[src/rtl/ha_rr_arbiter.sv]
// rtl/ha_rr_arbiter.sv - round-robin arbiter sharing one bitwise half-adder among requesters
//
// Ports:
//   clk        clock, rising edge
//   rst_n      asynchronous active-low reset
//   req_valid  per-requester operand valid
//   req_a      operand A, requester i at [i*W +: W]
//   req_b      operand B, same packing
//   req_ready  one-hot (or zero) accept to the granted requester
//   rsp_valid  response slot holds a result
//   rsp_ready  consumer accepts the response
//   rsp_id     index of the requester that produced the result
//   rsp_sum    a ^ b of the accepted request
//   rsp_carry  a & b of the accepted request
//   busy_cnt   accepted request count, saturating at 255
module ha_rr_arbiter #(
    parameter int NUM_REQ = 4,
    parameter int W       = 2,
    localparam int IDW    = $clog2(NUM_REQ)
) (
    input  logic                 clk,
    input  logic                 rst_n,
    input  logic [NUM_REQ-1:0]   req_valid,
    input  logic [NUM_REQ*W-1:0] req_a,
    input  logic [NUM_REQ*W-1:0] req_b,
    output logic [NUM_REQ-1:0]   req_ready,
    output logic                 rsp_valid,
    input  logic                 rsp_ready,
    output logic [IDW-1:0]       rsp_id,
    output logic [W-1:0]         rsp_sum,
    output logic [W-1:0]         rsp_carry,
    output logic [7:0]           busy_cnt
);

    typedef enum logic {
        EMPTY = 1'b0,
        FULL  = 1'b1
    } state_t;

    state_t         state_q;
    state_t         state_d;
    logic [IDW-1:0] rr_ptr;
    logic [IDW-1:0] gnt;
    logic [IDW-1:0] next_ptr;
    logic           found;
    logic           slot_free;
    logic           accept;
    logic [W-1:0]   sel_a;
    logic [W-1:0]   sel_b;
    int             idx;

    // Search starts at rr_ptr and wraps; first valid requester wins.
    always_comb begin
        gnt   = '0;
        found = 1'b0;
        idx   = 0;
        for (int k = 0; k < NUM_REQ; k++) begin
            idx = int'(rr_ptr) + k;
            if (idx >= NUM_REQ) begin
                idx = idx - NUM_REQ;
            end
            if (!found && req_valid[idx]) begin
                found = 1'b1;
                gnt   = IDW'(idx);
            end
        end
    end

    assign next_ptr = (gnt == IDW'(NUM_REQ - 1)) ? '0 : gnt + 1'b1;
    assign sel_a    = req_a[gnt*W +: W];
    assign sel_b    = req_b[gnt*W +: W];

    // A draining slot can be refilled in the same cycle, so back-to-back
    // results need no bubble. rst_n gates ready so nothing is offered in reset.
    always_comb begin
        state_d   = state_q;
        slot_free = (state_q == EMPTY) || rsp_ready;
        req_ready = '0;
        if (found && slot_free && rst_n) begin
            req_ready[gnt] = 1'b1;
        end
        accept = |(req_valid & req_ready);
        case (state_q)
            EMPTY: begin
                if (accept) begin
                    state_d = FULL;
                end
            end
            FULL: begin
                if (accept) begin
                    state_d = FULL;
                end else if (rsp_ready) begin
                    state_d = EMPTY;
                end
            end
            default: state_d = EMPTY;
        endcase
    end

    always_ff @(posedge clk or negedge rst_n) begin
        if (!rst_n) begin
            state_q <= EMPTY;
        end else begin
            state_q <= state_d;
        end
    end

    assign rsp_valid = (state_q == FULL);

    always_ff @(posedge clk or negedge rst_n) begin
        if (!rst_n) begin
            rr_ptr    <= '0;
            rsp_id    <= '0;
            rsp_sum   <= '0;
            rsp_carry <= '0;
            busy_cnt  <= '0;
        end else if (accept) begin
            rr_ptr    <= next_ptr;
            rsp_id    <= gnt;
            rsp_sum   <= sel_a ^ sel_b;
            rsp_carry <= sel_a & sel_b;
            if (busy_cnt != 8'hFF) begin
                busy_cnt <= busy_cnt + 8'd1;
            end
        end
    end

endmodule

[config.mk]
export PLATFORM = sky130hd
export DESIGN_NAME = ha_rr_arbiter
export DESIGN_NICKNAME = d
export VERILOG_FILES = /design/src/rtl/ha_rr_arbiter.sv
export SDC_FILE = /design/constraint.sdc
export NUM_CORES = 1
export LEC_CHECK = 0
export BUFFER_PORTS_ARGS = -buffer_cell sky130_fd_sc_hd__clkbuf_2
export CAP_MARGIN = 40
export CELL_PAD_IN_SITES_DETAIL_PLACEMENT = 1
export CELL_PAD_IN_SITES_GLOBAL_PLACEMENT = 1
export CORE_ASPECT_RATIO = 1.2
export CORE_MARGIN = 2
export CORE_UTILIZATION = 35
export DETAILED_ROUTE_END_ITERATION = 8
export GPL_TIMING_DRIVEN = 0
export PLACE_DENSITY_LB_ADDON = 0.1
export SKIP_LAST_GASP = 1
export SYNTH_ARGS = -nofsm -noshare
export SYNTH_HDL_FRONTEND = slang
export SYNTH_SLANG_ARGS = --single-unit
[constraint.sdc]
create_clock -name clk -period 5 [get_ports clk]
set_input_delay 1 -clock clk [delete_from_list [all_inputs] [get_ports clk]]
set_output_delay 1 -clock clk [all_outputs]
set_load 0.01 [all_outputs]
* Word-level counts from Yosys, hierarchy flattened
Cells that the tools add are included.
Word-level totals: word-level logic and storage cells 77, bits in registers 17, output and inout bits 19, memory bits (read-only) 0, bits in writable memories 0, bits in latches 0, memories kept 0
Cells by class: shifts and indexed selects 2, multipliers 0, multiplexer cells 32, div/mod/pow operators 0, $add $sub $neg 9, bitwise gates (word level) 4, equal/unequal tests 2, reduce and logical (&&, ||, !) cells 12, order comparisons 10
Operators with widths (count):
- $lt A32 B4 Y1 const B | 4
- $mux W32 | 4
- $mux W1 | 16
- $shiftx A8 B4 Y2 | 2
- $sub A3 B3 Y4 const B | 3
- $mux W2 | 5
- $ge A3 B3 Y1 const B | 3
- $add A8 B1 Y8 const B | 1
- $bmux W1 S2 | 4
- $ne A8 B8 Y1 const B | 1
- $add A2 B2 Y3 const B | 2
- $logic_and A1 B1 Y1 | 6
- $and A4 B4 Y4 | 1
- $mux W4 | 1
- $reduce_or A4 Y1 | 1
- $sub A2 B3 Y4 const B | 1
- $add A2 B1 Y3 const B | 1
- $ge A2 B3 Y1 const B | 1
- $logic_not A1 Y1 | 3
- $lt A2 B3 Y1 const B | 1
- $add A2 B1 Y2 const B | 1
- $and A2 B2 Y2 | 1
- $demux W1 S2 | 1
- $eq A2 B2 Y1 const B | 1
- other kinds (6) | 6

* Logic depth before layout (Yosys ltp)
word-level depth 24, mapped depth 11, mapped depth without buffers 11

* Least setup slack after synthesis
Ideal clock, no wire load.
path kind input port to flip-flop, start input port req_valid[3], end register busy_cnt[1], setup time 0.125 ns, setup slack 1.849 ns, required time 4.875 ns, cell stages on the path 10, arrival time 3.026 ns, cells stage by stage inv_1 -> a21oi_1 -> o32a_1 -> buf_2 -> inv_1 -> ha_1 -> a22oi_2 -> a2111oi_4 -> a21boi_2 -> mux2_2
On the way: word-level cells in the longest chain between the ends 21
RTL lines:
- from (decl) | RTL line 23 | input logic [NUM_REQ-1:0] req_valid,
- $bmux W1 S2 | RTL line 62 | if (!found && req_valid[idx]) begin
- $mux W1 (implied by the code) (2 in a row) | RTL line 62
- $mux W1 | RTL line 62
- $logic_not A1 Y1 | RTL line 62
- $logic_and A1 B1 Y1 | RTL line 62
- $mux W1 | RTL line 62
- $logic_not A1 Y1 | RTL line 62
- $logic_and A1 B1 Y1 | RTL line 62
- [... 4 more ...]
- named net gnt[1] | RTL line 43 | logic [IDW-1:0] gnt;
- $lt A2 B3 Y1 (implied by the code) / $ge A2 B1 Y1 (equally long branches) | RTL line 80 | req_ready[gnt] = 1'b1;
- $logic_and A1 B1 Y1 (implied by the code) | RTL line 80
- $mux W1 (implied by the code) | RTL line 80
- $demux W1 S2 * | RTL line 80
- $mux W4 * | RTL line 79 | if (found && slot_free && rst_n) begin
- $and A4 B4 Y4 * | RTL line 82 | accept = |(req_valid & req_ready);
- $reduce_or A4 Y1 * | RTL line 82
- $reduce_and A2 Y1 (no source line) *
- to (signal assigned) | RTL line 123 | busy_cnt <= busy_cnt + 8'd1;
- to (decl) | RTL line 32 | output logic [7:0] busy_cnt
Mark *: on every way through the listed nets, which the timed path passes. The rest lies on a longest branch. The select of a mux whose other input is x is not followed. A chain may end at the register's enable or synchronous reset.

* Final worst setup path
start input port req_valid[3], end output port req_ready[0]
On the way: word-level cells in the longest chain between the ends 18
RTL lines:
- $bmux W1 S2 | RTL line 62
- $mux W1 (implied by the code) (2 in a row) | RTL line 62
- $mux W1 | RTL line 62
- $logic_not A1 Y1 | RTL line 62
- $logic_and A1 B1 Y1 | RTL line 62
- $mux W1 | RTL line 62
- $logic_not A1 Y1 | RTL line 62
- $logic_and A1 B1 Y1 | RTL line 62
- [... 2 more ...]
- $logic_and A1 B1 Y1 | RTL line 62
- $mux W2 * | RTL line 62
- named net gnt[0] | RTL line 43
- $lt A2 B3 Y1 (implied by the code) / $ge A2 B1 Y1 (equally long branches) | RTL line 80
- $logic_and A1 B1 Y1 (implied by the code) | RTL line 80
- $mux W1 (implied by the code) | RTL line 80
- $demux W1 S2 * | RTL line 80
- $mux W4 * | RTL line 79
- to (decl) | RTL line 26 | output logic [NUM_REQ-1:0] req_ready,
Marked as above.

==> results by stage <==
CTS:
- After clock tree synthesis, the setup repair step added 0 buffers.
- The CTS root buffer is sky130_fd_sc_hd__clkbuf_4.
- The maximum buffer depth of the clock tree is 2.
- The number of clock buffers added by TritonCTS is 3.
- TritonCTS built the clock tree.
- The clock latency on the worst-skew pair is 0.29 ns.
- The H-tree depth is 1.
- The number of resized instances in the post-cts repair step is 0.
- In this run, post-CTS hold repair placed 0 buffers.
- Clock-pin slew was measured on the worst setup and hold paths at ~0.10 ns.
- The clock net in this run drives a total of 17 sinks.

Synth:
- The average size of a mapped cell is ~11 um^2.
- Of the post-synthesis cell area, the dominant cell type holds 0.400.
- For this run, the register share of the synthesized area comes to 0.400.
- The cell area after synthesis is approximately 1100 um^2.
- Ranked by total cell area, the synthesized netlist is headed by sky130_fd_sc_hd__dfrtp_1, sky130_fd_sc_hd__mux2i_1, sky130_fd_sc_hd__ha_1, sky130_fd_sc_hd__mux2_2, sky130_fd_sc_hd__a2111oi_4.
- The fraction of registers with async set or reset after synthesis is 1.00.
- The cell taking the most area after synthesis is sky130_fd_sc_hd__dfrtp_1.
- The number of storage elements in the synthesis netlist is 17.
- The most used flip-flop cell after synthesis is sky130_fd_sc_hd__dfrtp_1.
- The number of warnings issued by yosys is 0.
- Yosys mapped the design onto 33 distinct sky130hd cell types.
- The number of nets handed over by synthesis was 127.
- In this run, synthesis inferred 0 flip-flops with an integrated enable.
- By count the netlist is led by sky130_fd_sc_hd__dfrtp_1, sky130_fd_sc_hd__mux2i_1, sky130_fd_sc_hd__ha_1, sky130_fd_sc_hd__mux2_2, sky130_fd_sc_hd__nand2_1.
- The most frequent cell after synthesis is sky130_fd_sc_hd__dfrtp_1.
- Synthesis produced 97 cells.

Setup path:
- The kind of launch point of the worst setup path is an input pin.
- The launching point of the worst reg2reg path is rr_ptr[1].
- For flop-to-flop paths, the worst setup slack is 2.13 ns.
- Of all nets on the critical path, the largest fanout is 9.
- The data arrival time of the critical path is 2.55 ns.
- The slowest stage of the critical path belongs to the cell sky130_fd_sc_hd__a21oi_2.
- Traced cell by cell, the critical path runs through clkbuf_2, inv_1, a21oi_1, o22ai_1, a21oi_2, inv_1, ha_1, and2_1, clkbuf_2.
- The kind of critical path is in -> out.
- The worst register-to-register path ends at busy_cnt[1].
- The endpoint class of the critical path is an output pin.
- The required time at the worst-slack endpoint is about 4 ns.
- The number of cells on the worst reg-to-reg path is 9.
- The stage delay of the slowest cell on the critical path is between 0.4 and 0.5 ns.

Finish:
- The layout net count is 173.
- The area overhead of the layout relative to synthesis is 25.9%.
- The antenna diode count is 0.
- The count of non-filler cells in the finished layout is between 150 and 200.
- The fraction of layout cells with a size suffix above 1 is 0.415.
- Fill cells in the final layout number between 300 and 400.

Global routing:
- The number of global-route vias before repair is 945.
- The total routing usage reported by global routing is 0.150.
- The initial antenna violation count is 0.
- Global routing finished with a remaining overflow of 0.
- The largest net degree at the start of global routing is 19.
- The wire length of the first global-routing pass is roughly 4 mm.

Timing:
- Setup repair after global routing left no endpoint under its margin.
- The setup violation total in the final timing report is 0.
- The remaining max-slew budget at the tightest pin is 0.564.
- The final number of max-transition violations came to 0.
- Counting I/O delays and the setup requirement, the final critical path takes 3.55 ns.
- In the finished design, the share of the clock period the worst path needs comes to 0.711.
- At the pin with the least slew margin, the transition time is roughly 0.65 ns.
- Timing would allow up to approximately 280 MHz.
- The clock skew after layout is 0.00487 ns.
- The number of endpoints with negative hold slack in the final report came to 0.
- The final-layout setup total negative slack is 0 ns.

Floorplan:
- The width of the die is between 50 and 60 um.
- The full die area is about 3500 um^2.
- The floorplan die height is 64.4 um.
- The area inside the core boundary is ~2800 um^2.
- The starting utilization of the core area is 0.375.
- Pin placement for this block handled 42 I/O pins.
- The total number of placement rows is 21.

Detailed routing:
- The routed layout has 892 vias.
- The number of nets still failing antenna checks after routing is 0.
- The detailed router finished its first iteration with 13 violations.
- After detailed routing, the average wire length per cell comes to roughly 13 um.
- The final wirelength is between 2 and 2.5 mm.
- The count of TritonRoute iterations in the first routing pass is 4.
- The routed via count divided by cell count is 5.07.
- For this run, design rule violations remaining after detail routing come to 0.

Outcome:
- The flow ran to the end, and the final reports show no timing, DRC or antenna violations.

Pwr:
- The worst vdd rail ir drop is 0.246 mV.
- Power spread over the standard cell area amounts to ~480 nW/um^2.
- The leakage power figure is 0.000686 uW.

Hold path:
- The worst hold path begins at rsp_id[1].
- The worst min-delay path category is reg -> reg.
- Along the worst hold path, the cell count comes to 1.
- The worst hold path terminates at rsp_id[1].

Run:
- Max-cap violations in this run came to 0.

Place:
- The count of placed standard cells including taps is roughly 170.
- The HPWL reported at the end of detailed placement is about 1.9 mm.
- The number of port buffers is 41.
- The congestion estimate from routability-driven global placement came to roughly 0.73.
==> critical path: cells and delay by family <==
| family | cells | cell delay (ns) |
|---|---|---|
| AOI/OAI and AO/OA | 3 | 0.68 |
| buffers and inverters | 4 | 0.47 |
| adders and majority gates | 1 | 0.25 |
| and+or+nand+nor | 1 | 0.14 |
==> placed cells by master, fill, tap and decap left out, drive strengths merged, types with 2 or more instances in the layout <==
master,Yosys,layout
and2,4,4
dfrtp,17,17
mux2i,14,14
a22oi,2,2
ha,7,7
xnor2,2,2
mux2,8,8
inv,5,5
nand3,3,3
nor2b,2,2
nor2,5,5
a21oi,4,4
nand2,6,6
buf,2,2
clkbuf,0,44
==> per-layer routing <==
metal / share of wire / GRT usage / vias to the layer above
met5: 0 / 0 / -
met4: 0.0056 / 0.0375 / 0
met3: 0.054 / 0.0369 / 2
met2: 0.54 / 0.267 / 23
met1: 0.40 / 0.174 / 428
li1: - / - / 439
==> sequential cells by signal, summed over array words and instances (netlist names) <==
register / flops
rr_ptr: 2
rsp_valid: 1
rsp_id: 2
rsp_carry: 2
busy_cnt: 8
rsp_sum: 2
==> cells by family (layout without fill, tap and decap cells) <==
logic type,count (synthesis),count (layout),synth area share
DFF,17,17,0.400
and+or+nand+nor,27,27,0.132
AOI/OAI and AO/OA,14,14,0.119
xor gates and xnor gates,3,3,0.0247
buffers and inverters,7,52,0.0270
muxes,22,22,0.216
adders and majority gates,7,7,0.0823
==> metrics by stage <==
step	area (um^2)	power (uW)	hold slack, ns	setup slack, ns	util
floorplan	1060	465	0.538	1.85	-
global placement	1310	569	0.492	1.50	0.463
detailed placement	1310	585	0.501	1.40	0.463
CTS	1340	660	0.525	1.42	0.472
global route	1340	710	0.549	1.26	0.472
finish	1340	646	0.519	1.45	0.472
==> area by class of cell <==
cell class | instances | area [um^2] | area share
tap | 34 | 42.5 | 0.0317
clock inverter | 1 | 5.00 | 0.00373
inverter | 5 | 18.8 | 0.0140
multi-input combinational | 73 | 611 | 0.456
clock buffer | 3 | 22.5 | 0.0168
sequential | 17 | 425 | 0.317
buffer | 2 | 10.0 | 0.00747
timing repair buffer | 41 | 205 | 0.153
==> power by group <==
group | leakage, uW | switching [uW] | internal (uW)
Combinational | 0.000456 | 166 | 164
Clock | 0.0000177 | 43.2 | 29.7
Sequential | 0.000213 | 48.7 | 194
==> worst max path at each step <==
stage	startpoint	end	cells past startpoint
2_1_floorplan	req_valid[3]	busy_cnt[1]	10
3_5_place_dp	req_valid[3]	busy_cnt[1]	10
5_1_grt	req_valid[3]	req_ready[2]	9
3_3_place_gp	req_valid[3]	busy_cnt[1]	10
6_report	req_valid[3]	req_ready[0]	9
4_1_cts	req_valid[3]	req_ready[0]	9
No activity file was read; power rests on OpenSTA's default activity.
